## src/rtl/mips_decode_pkg.sv

```systemverilog
// Shared encodings for the MIPS decode/execute slice: opcode/funct values,
// ALU operation codes and the registered control bundle.
package mips_decode_pkg;

  localparam logic [5:0] OP_RTYPE = 6'b000000;
  localparam logic [5:0] OP_J     = 6'b000010;
  localparam logic [5:0] OP_BEQ   = 6'b000100;
  localparam logic [5:0] OP_BNE   = 6'b000101;
  localparam logic [5:0] OP_ADDI  = 6'b001000;
  localparam logic [5:0] OP_SLTI  = 6'b001010;
  localparam logic [5:0] OP_ANDI  = 6'b001100;
  localparam logic [5:0] OP_ORI   = 6'b001101;
  localparam logic [5:0] OP_LW    = 6'b100011;
  localparam logic [5:0] OP_SW    = 6'b101011;

  localparam logic [5:0] FN_SLL = 6'b000000;
  localparam logic [5:0] FN_SRL = 6'b000010;
  localparam logic [5:0] FN_ADD = 6'b100000;
  localparam logic [5:0] FN_SUB = 6'b100010;
  localparam logic [5:0] FN_AND = 6'b100100;
  localparam logic [5:0] FN_OR  = 6'b100101;
  localparam logic [5:0] FN_NOR = 6'b100111;
  localparam logic [5:0] FN_SLT = 6'b101010;

  typedef enum logic [2:0] {
    ALU_ADD = 3'd0,
    ALU_SUB = 3'd1,
    ALU_AND = 3'd2,
    ALU_OR  = 3'd3,
    ALU_SLT = 3'd4,
    ALU_NOR = 3'd5,
    ALU_SLL = 3'd6,
    ALU_SRL = 3'd7
  } alu_op_e;

  typedef struct packed {
    logic    reg_write;
    logic    reg_dst;
    logic    mem_read;
    logic    mem_write;
    logic    mem_to_reg;
    logic    branch;
    logic    jump;
    logic    alu_src;
    alu_op_e alu_op;
    logic    illegal;
  } ctrl_t;

endpackage

```

## src/rtl/mips_decode_alu.sv

```systemverilog
// Combinational 32-bit ALU with signed compare flags.
// MIPS_DECODE_SHIFT_EN adds the logical shifter (SLL/SRL on B by shamt).
module mips_decode_alu
  import mips_decode_pkg::*;
(
  input  logic [31:0] a,
  input  logic [31:0] b,
  input  logic [4:0]  shamt,
  input  alu_op_e     alu_op,
  output logic [31:0] result,
  output logic        zero,
  output logic        lt,
  output logic        gt
);

  logic signed [31:0] a_s;
  logic signed [31:0] b_s;

  assign a_s = a;
  assign b_s = b;

`ifndef MIPS_DECODE_SHIFT_EN
  logic unused_shamt;
  assign unused_shamt = ^shamt;
`endif

  always_comb begin
    result = a + b;
    case (alu_op)
      ALU_ADD: result = a + b;
      ALU_SUB: result = a - b;
      ALU_AND: result = a & b;
      ALU_OR:  result = a | b;
      ALU_SLT: result = {31'b0, (a_s < b_s)};
      ALU_NOR: result = ~(a | b);
`ifdef MIPS_DECODE_SHIFT_EN
      ALU_SLL: result = b << shamt;
      ALU_SRL: result = b >> shamt;
`endif
      default: result = a + b;
    endcase
  end

  assign zero = (result == 32'd0);
  assign lt   = (a_s < b_s);
  assign gt   = (a_s > b_s);

endmodule

```

## src/rtl/mips_decode_execute.sv

```systemverilog
// Single-cycle MIPS decode/execute: main control + ALU control + ALU, one output register.
// Optional MIPS_DECODE_SHIFT_EN enables SLL/SRL decoding and the ALU shifter.
module mips_decode_execute
  import mips_decode_pkg::*;
(
  input  logic        clk,
  input  logic        rst,
  input  logic        instr_valid,
  input  logic [5:0]  opcode,
  input  logic [5:0]  funct,
  input  logic [4:0]  shamt,
  input  logic [15:0] imm,
  input  logic [31:0] rs_data,
  input  logic [31:0] rt_data,
  output logic        reg_write,
  output logic        reg_dst,
  output logic        mem_read,
  output logic        mem_write,
  output logic        mem_to_reg,
  output logic        branch,
  output logic        jump,
  output logic        alu_src,
  output logic [2:0]  alu_op,
  output logic [31:0] result,
  output logic        zero,
  output logic        lt,
  output logic        gt,
  output logic        b_cond,
  output logic        illegal
);

  ctrl_t       ctrl;
  logic        sign_ext;
  logic [31:0] imm_ext;
  logic [31:0] op_b;
  logic [31:0] alu_result;
  logic        alu_zero;
  logic        alu_lt;
  logic        alu_gt;
  logic        b_cond_c;

  always_comb begin
    ctrl        = '0;
    ctrl.alu_op = ALU_ADD;
    sign_ext    = 1'b0;
    case (opcode)
      OP_RTYPE: begin
        ctrl.reg_write = 1'b1;
        ctrl.reg_dst   = 1'b1;
        case (funct)
          FN_ADD:  ctrl.alu_op = ALU_ADD;
          FN_SUB:  ctrl.alu_op = ALU_SUB;
          FN_AND:  ctrl.alu_op = ALU_AND;
          FN_OR:   ctrl.alu_op = ALU_OR;
          FN_NOR:  ctrl.alu_op = ALU_NOR;
          FN_SLT:  ctrl.alu_op = ALU_SLT;
`ifdef MIPS_DECODE_SHIFT_EN
          FN_SLL:  ctrl.alu_op = ALU_SLL;
          FN_SRL:  ctrl.alu_op = ALU_SRL;
`endif
          default: begin
            ctrl         = '0;
            ctrl.alu_op  = ALU_ADD;
            ctrl.illegal = 1'b1;
          end
        endcase
      end
      OP_ADDI: begin
        ctrl.reg_write = 1'b1;
        ctrl.alu_src   = 1'b1;
        sign_ext       = 1'b1;
      end
      OP_SLTI: begin
        ctrl.reg_write = 1'b1;
        ctrl.alu_src   = 1'b1;
        ctrl.alu_op    = ALU_SLT;
        sign_ext       = 1'b1;
      end
      OP_ANDI: begin
        ctrl.reg_write = 1'b1;
        ctrl.alu_src   = 1'b1;
        ctrl.alu_op    = ALU_AND;
      end
      OP_ORI: begin
        ctrl.reg_write = 1'b1;
        ctrl.alu_src   = 1'b1;
        ctrl.alu_op    = ALU_OR;
      end
      OP_LW: begin
        ctrl.reg_write  = 1'b1;
        ctrl.alu_src    = 1'b1;
        ctrl.mem_read   = 1'b1;
        ctrl.mem_to_reg = 1'b1;
        sign_ext        = 1'b1;
      end
      OP_SW: begin
        ctrl.alu_src   = 1'b1;
        ctrl.mem_write = 1'b1;
        sign_ext       = 1'b1;
      end
      OP_BEQ, OP_BNE: begin
        ctrl.branch = 1'b1;
        ctrl.alu_op = ALU_SUB;
      end
      OP_J:    ctrl.jump = 1'b1;
      default: ctrl.illegal = 1'b1;
    endcase
  end

  assign imm_ext = sign_ext ? {{16{imm[15]}}, imm} : {16'h0000, imm};
  assign op_b    = ctrl.alu_src ? imm_ext : rt_data;

  mips_decode_alu u_alu (
    .a      (rs_data),
    .b      (op_b),
    .shamt  (shamt),
    .alu_op (ctrl.alu_op),
    .result (alu_result),
    .zero   (alu_zero),
    .lt     (alu_lt),
    .gt     (alu_gt)
  );

  // branch is only decoded for beq/bne, so the opcode test picks the polarity
  assign b_cond_c = ctrl.branch & ((opcode == OP_BEQ) ? alu_zero : ~alu_zero);

  // ---- output register (p1) ----
  ctrl_t       ctrl_p1;
  logic [31:0] result_p1;
  logic        zero_p1;
  logic        lt_p1;
  logic        gt_p1;
  logic        b_cond_p1;

  always_ff @(posedge clk) begin
    if (rst) begin
      ctrl_p1   <= '0;
      result_p1 <= '0;
      zero_p1   <= 1'b0;
      lt_p1     <= 1'b0;
      gt_p1     <= 1'b0;
      b_cond_p1 <= 1'b0;
    end else if (instr_valid) begin
      ctrl_p1   <= ctrl;
      result_p1 <= alu_result;
      zero_p1   <= alu_zero;
      lt_p1     <= alu_lt;
      gt_p1     <= alu_gt;
      b_cond_p1 <= b_cond_c;
    end else begin
      ctrl_p1.reg_write <= 1'b0;
      ctrl_p1.mem_read  <= 1'b0;
      ctrl_p1.mem_write <= 1'b0;
      ctrl_p1.branch    <= 1'b0;
      ctrl_p1.jump      <= 1'b0;
      ctrl_p1.illegal   <= 1'b0;
      b_cond_p1         <= 1'b0;
    end
  end

  assign reg_write  = ctrl_p1.reg_write;
  assign reg_dst    = ctrl_p1.reg_dst;
  assign mem_read   = ctrl_p1.mem_read;
  assign mem_write  = ctrl_p1.mem_write;
  assign mem_to_reg = ctrl_p1.mem_to_reg;
  assign branch     = ctrl_p1.branch;
  assign jump       = ctrl_p1.jump;
  assign alu_src    = ctrl_p1.alu_src;
  assign alu_op     = ctrl_p1.alu_op;
  assign illegal    = ctrl_p1.illegal;
  assign result     = result_p1;
  assign zero       = zero_p1;
  assign lt         = lt_p1;
  assign gt         = gt_p1;
  assign b_cond     = b_cond_p1;

endmodule

```

## config.mk

```make
export PLATFORM = sky130hd
export DESIGN_NAME = mips_decode_execute
export DESIGN_NICKNAME = d
export VERILOG_FILES = /design/src/rtl/mips_decode_pkg.sv /design/src/rtl/mips_decode_alu.sv /design/src/rtl/mips_decode_execute.sv
export SDC_FILE = /design/constraint.sdc
export NUM_CORES = 1
export LEC_CHECK = 0
export ABC_AREA = 1
export CAP_MARGIN = 10
export CORE_MARGIN = 1
export CORE_UTILIZATION = 40
export CTS_BUF_LIST = sky130_fd_sc_hd__clkbuf_16
export DETAILED_ROUTE_END_ITERATION = 7
export GPL_TIMING_DRIVEN = 1
export PLACE_DENSITY = 0.64
export SLEW_MARGIN = 40
export SYNTH_ARGS = -nofsm -noshare
export SYNTH_HDL_FRONTEND = slang
export SYNTH_SLANG_ARGS = --single-unit
```

## constraint.sdc

```tcl
create_clock -name clk -period 5.04 [get_ports clk]
set_input_delay 1.008 -clock clk [delete_from_list [all_inputs] [get_ports clk]]
set_output_delay 1.008 -clock clk [all_outputs]
set_load 0.02 [all_outputs]
```

[Word level (Yosys, flattened, before mapping)]
Index checks and enable logic that the tools add are counted.
Word-level totals
  bits in registers: 48
  bits in latches: 0
  memory bits (writable): 0
  ROM bits: 0
  input port bits: 100
  output and inout bits: 48
  word-level logic and storage cells: 72
  memories: 0
Cells by class
  add/sub/neg operators: 2
  multipliers: 0
  divide/modulo/power cells: 0
  $lt $le $gt $ge: 2
  equal/unequal tests: 20
  shifts and indexed selects: 0
  mux-type cells: 18
  bitwise logic cells: 6
  reduce and logical (&&, ||, !) cells: 9
Operator list (number)
  32-bit case mux with 5 select lines: 1
  32-bit 2-to-1 mux: 2
  6-bit equality test, second input constant: 8
  32-bit adder: 1
  32-bit AND: 1
  32-bit > comparator: 1
  32-bit zero test: 1
  32-bit less-than comparator: 1
  32-bit inverter: 1
  32-bit OR: 1
  32-bit subtractor: 1
  3-bit case mux with 5 select lines: 2
  6-bit by 4-bit equality test with 1-bit output, second input constant: 4
  1-bit case mux with 2 select lines: 8
  6-bit by 3-bit equality test with 1-bit output, second input constant: 2
  6-bit OR reduction: 2
  9-bit OR reduction: 1
  8-bit 2-to-1 mux: 1
  3-bit by 2-bit equality test with 1-bit output, second input constant: 2
  3-bit equality test, second input constant: 2
  6-bit by 2-bit equality test with 1-bit output, second input constant: 1
  6-bit zero test: 1
  5-bit OR reduction: 1
  1-bit 2-to-1 mux: 4
  5 further kinds: 7

[Logic depth before layout (Yosys ltp)]
  depth after elaboration: 12
  gate-level depth with buffers: 36
  depth with buffers taken out: 33

[Modules after synthesis]
Synthesis repeated with hierarchy kept, for this count alone.
Unflattened totals
  cell total of the unflattened synthesis: 1691
  area, all modules: 9362.7 um2
Modules (own cells, without submodules)
  mips_decode_alu: times used 1, cells each 1340, area an instance 6982.9 um2, sequential area each 0.0 um2
  mips_decode_execute: times used 1, cells each 351, area an instance 2379.8 um2, sequential area each 960.9 um2

[Least setup slack after synthesis]
OpenSTA, ideal clock, no wires.
  kind: input -> register
  start point: input port opcode[5]
  end point: register b_cond_p1 (netlist: b_cond)
  library setup time: 0.110 ns
  data arrival time: 4.668 ns
  data required time: 4.930 ns
  path slack: 0.262 ns
  stages: 32
  path buffers: 2
  cells stage by stage: nor2_4 > nand3_1 > nand3_1 > clkbuf_1 > clkbuf_1 > nand2_1 > o21ai_0 > ha_1 > inv_1 > fa_1 > o21ai_1 > nand2_1 > nand2_1 > nand2_1 > nand2_1 > nand2_1 > nand2_1 > nand2_1 > nand2_1 > inv_1 > nand2_1 > a21oi_1 > nor2_1 > nand2_1 > nor2_1 > nand3_1 > nor2_1 > nand2_1 > nor2_2 > nand3_1 > nand2_1 > nor2_1
On the way
  longest elaborated chain between the ends: 12
  elaborated cells on any way between the ends: 34
  classes of those cells: add/sub (2); order compare (1); eq/ne (13); mux (8); bitwise (5); reduce/logical (5)
Ends and longest elaborated chain
  start, declared: line mips_decode_execute.sv:9  | input logic [5:0] opcode,
  branches (longest 11 deep; another with 32-bit adder)
  1-bit AND *: line mips_decode_execute.sv:125  | assign b_cond_c = ctrl.branch & ((opcode == OP_BEQ) ? alu_zero : ~alu_zero);
  end signal, assigned: line mips_decode_execute.sv:149  | b_cond_p1 <= b_cond_c;
  end, declared: line mips_decode_execute.sv:133  | logic b_cond_p1;
Every way passes the cells marked *.
A chain may end at the register's enable or synchronous reset.

[Worst setup path after layout]
Same ends and word-level chain as after synthesis.

==> results_dict.tcl <==
set metrics [dict create \
    irDropWorstVdd_mv 0.149 \
    viasPerCell 4.95 \
    fin_skew_ns 0 \
    powerDensity_nw_per_um2 197 \
    grt_overflow_total 0 \
    dp_hpwl_mm 26.2 \
    diodes 0 \
    drt_pre_antenna_iters 5 \
    path_class "primary input to register" \
    rows 51 \
    grt_pass1_vias 9476 \
    cts-root-buf "clkbuf_16" \
    worst_slack_ns 0.452 \
    htree_levels 2 \
    totalWireLength_mm 32.4 \
    place_congestion 0.977 \
    numPortBuffers 142 \
    max-cap-violations 0 \
    drive_gt1_share_pct 21.9 \
    dpl_cell_area_um2 11500 \
    crit_path_top_delay_cell "ha_2" \
    synth_warnings 0 \
    drc 0 \
    worst_pin_slew_ns 0.874 \
    cp_num_cells 27 \
    finalMaxSlewViolations 0 \
    rsz0062_at_grt "false" \
    p_leak_nw 6.50 \
    fin_crit_sh_pct 91.0 \
    place_ws_ns -0.472 \
    yosys_register_bits 48 \
    grt_start_max_net_pins 62 \
    clock_latency_ns 0.29 \
    syn-cell-area_um2 8040 \
    synth.distinct_cells 50 \
    avgSynthCellArea_um2 5.64 \
    holdPathStages 2 \
    dieArea_um2 20700 \
    final_core_util_pct 61.9 \
    cts-buffers-inserted 5 \
    fin_setup_tns_ns 0 \
    netlist_instances 1427 \
    pin_count 148 \
    path_common_cell "nand2_1" \
    area_growth_pct 50.8 \
    final_cell_mix "nand2_1, buf_4, inv_1, nor2_1, clkdlybuf4s50_1" \
    startpoint_type "primary input" \
    dp.cells 2046 \
    holdBufCountCts 0 \
    largest_register_ff_count 32 \
    drt-initial-drc-count 651 \
    cts_tree "done" \
    finalCriticalPeriod_ns 4.59 \
    fin_area_um2 12100 \
    max_clock_freq_ghz 0.218 \
    ys_seq_area_share_pct 11.9 \
    antenna_found_initial 0 \
    critical_path_buf_inv_count 7 \
    clock-sinks 48 \
    outcome "completed" \
    ant_nets 0 \
    worstHoldPathType "register to register" \
    relSlewSlack_pct 41.6 \
    critPathArrivalTime_ns 4.78 \
    worstRegToRegCells 3 \
    syn_nets 1625 \
    fp.dieW_um 144 \
    final_hold_viol_count 0 \
    num_vias 10201 \
    fin_hold_ws_ns 0.478 \
    num-nets-final 1993 \
    grt_pass1_wl_mm 49.0 \
    layout_commonest_cell "nand2_1" \
    start_util_pct 41.1 \
    track_usage_pct 31.2 \
    finalPower_mw 2.39 \
    setup_violations 0 \
    worst-path-max-fanout 18 \
    crit_path_end_kind "register" \
    core_um2 19600 \
    clkTransAtPathRegs_ns 0.07 \
    clockBufferDepth 2 \
    dieHeight_um 144 \
    critPathTopFamily "simple AND/OR/NAND/NOR gates" \
    detail_route.wl_per_cell_um 15.7 \
    cp.required_ns 5.24 \
    fin_cells 2061 \
    critPathMaxStageDelay_ns 0.43 \
]
[per-layer routing]
metal / wire, um / GRT usage (%)
met3: 1260 / 2.63
met4: 878 / 9.35
met5: 0 / 0
met1: 14200 / 38.4
met2: 16100 / 57.0
[final timing paths]
check / end / slack [ns] / start
worst min-delay path: result[11] / 0.48 / result[11]
worst min register to register: result[11] / 0.48 / result[11]
worst max-delay path: b_cond / 0.45 / opcode[5]
worst max register to register: lt / 4.22 / lt
[timing repair]
action,4_1_cts,5_1_grt
setup endpoints to repair,3,15
resized for setup,29,83
pin swaps,4,17
buffers inserted,1,4
cloned,1,1
[synth_stat cells, drive strengths merged]
master / number / area [um2]
a2111oi: 1 / 8.76
a211oi: 3 / 22.5
a21boi: 5 / 37.5
a21o: 1 / 7.51
a21oi: 88 / 452
a221oi: 10 / 93.8
a31o: 1 / 8.76
a31oi: 3 / 18.8
a41oi: 1 / 8.76
buf: 24 / 156
clkbuf: 27 / 103
clkinv: 1 / 3.75
dfxtp: 48 / 961
dlygate4sd1: 1 / 8.76
fa: 2 / 40.0
ha: 96 / 1200
inv: 267 / 1000
nand2: 322 / 1230
nand3: 132 / 701
nand3b: 4 / 30.0
nand4: 24 / 150
nor2: 188 / 741
nor3: 15 / 75.1
nor3b: 1 / 12.5
nor4: 4 / 25.0
o211ai: 18 / 135
o21a: 1 / 7.51
o21ai: 104 / 528
o21bai: 7 / 52.6
o221ai: 3 / 26.3
o22ai: 5 / 31.3
or2: 6 / 37.5
xnor2: 1 / 8.76
xor2: 13 / 114
[kinds of logic after synthesis]
kind of cell	count (synthesis)	share of synthesized area [%]
simple gates	696	37.4
compound gates	251	17.9
flops	48	11.9
buf+inv	320	15.8
xor+xnor	14	1.52
fa+ha+maj	98	15.4
[worst reg2reg max path, stage by stage, from the launching register on]
cell and delay (ns):
dfxtp_1 0.34, o21ai_0 0.07, or2_2 0.32, inv_1 0.05
[where the power goes]
group          switching [mW]  total (mW)  internal [mW]
combinational           0.835        1.57          0.739
clock                   0.152       0.387          0.236
sequential             0.0173       0.430          0.413
[area by class of cell]
| class | count | area, um2 |
|---|---|---|
| Tap cell | 265 | 332 |
| Clock buffer | 5 | 125 |
| Inverter | 268 | 1010 |
| Clock inverter | 3 | 47.5 |
| Multi-Input combinational cell | 1059 | 6100 |
| Fill cell | 1958 | 7460 |
| Timing Repair Buffer | 413 | 3550 |
| Sequential cell | 48 | 961 |
Note: power is estimated with default switching activity, not from simulation.
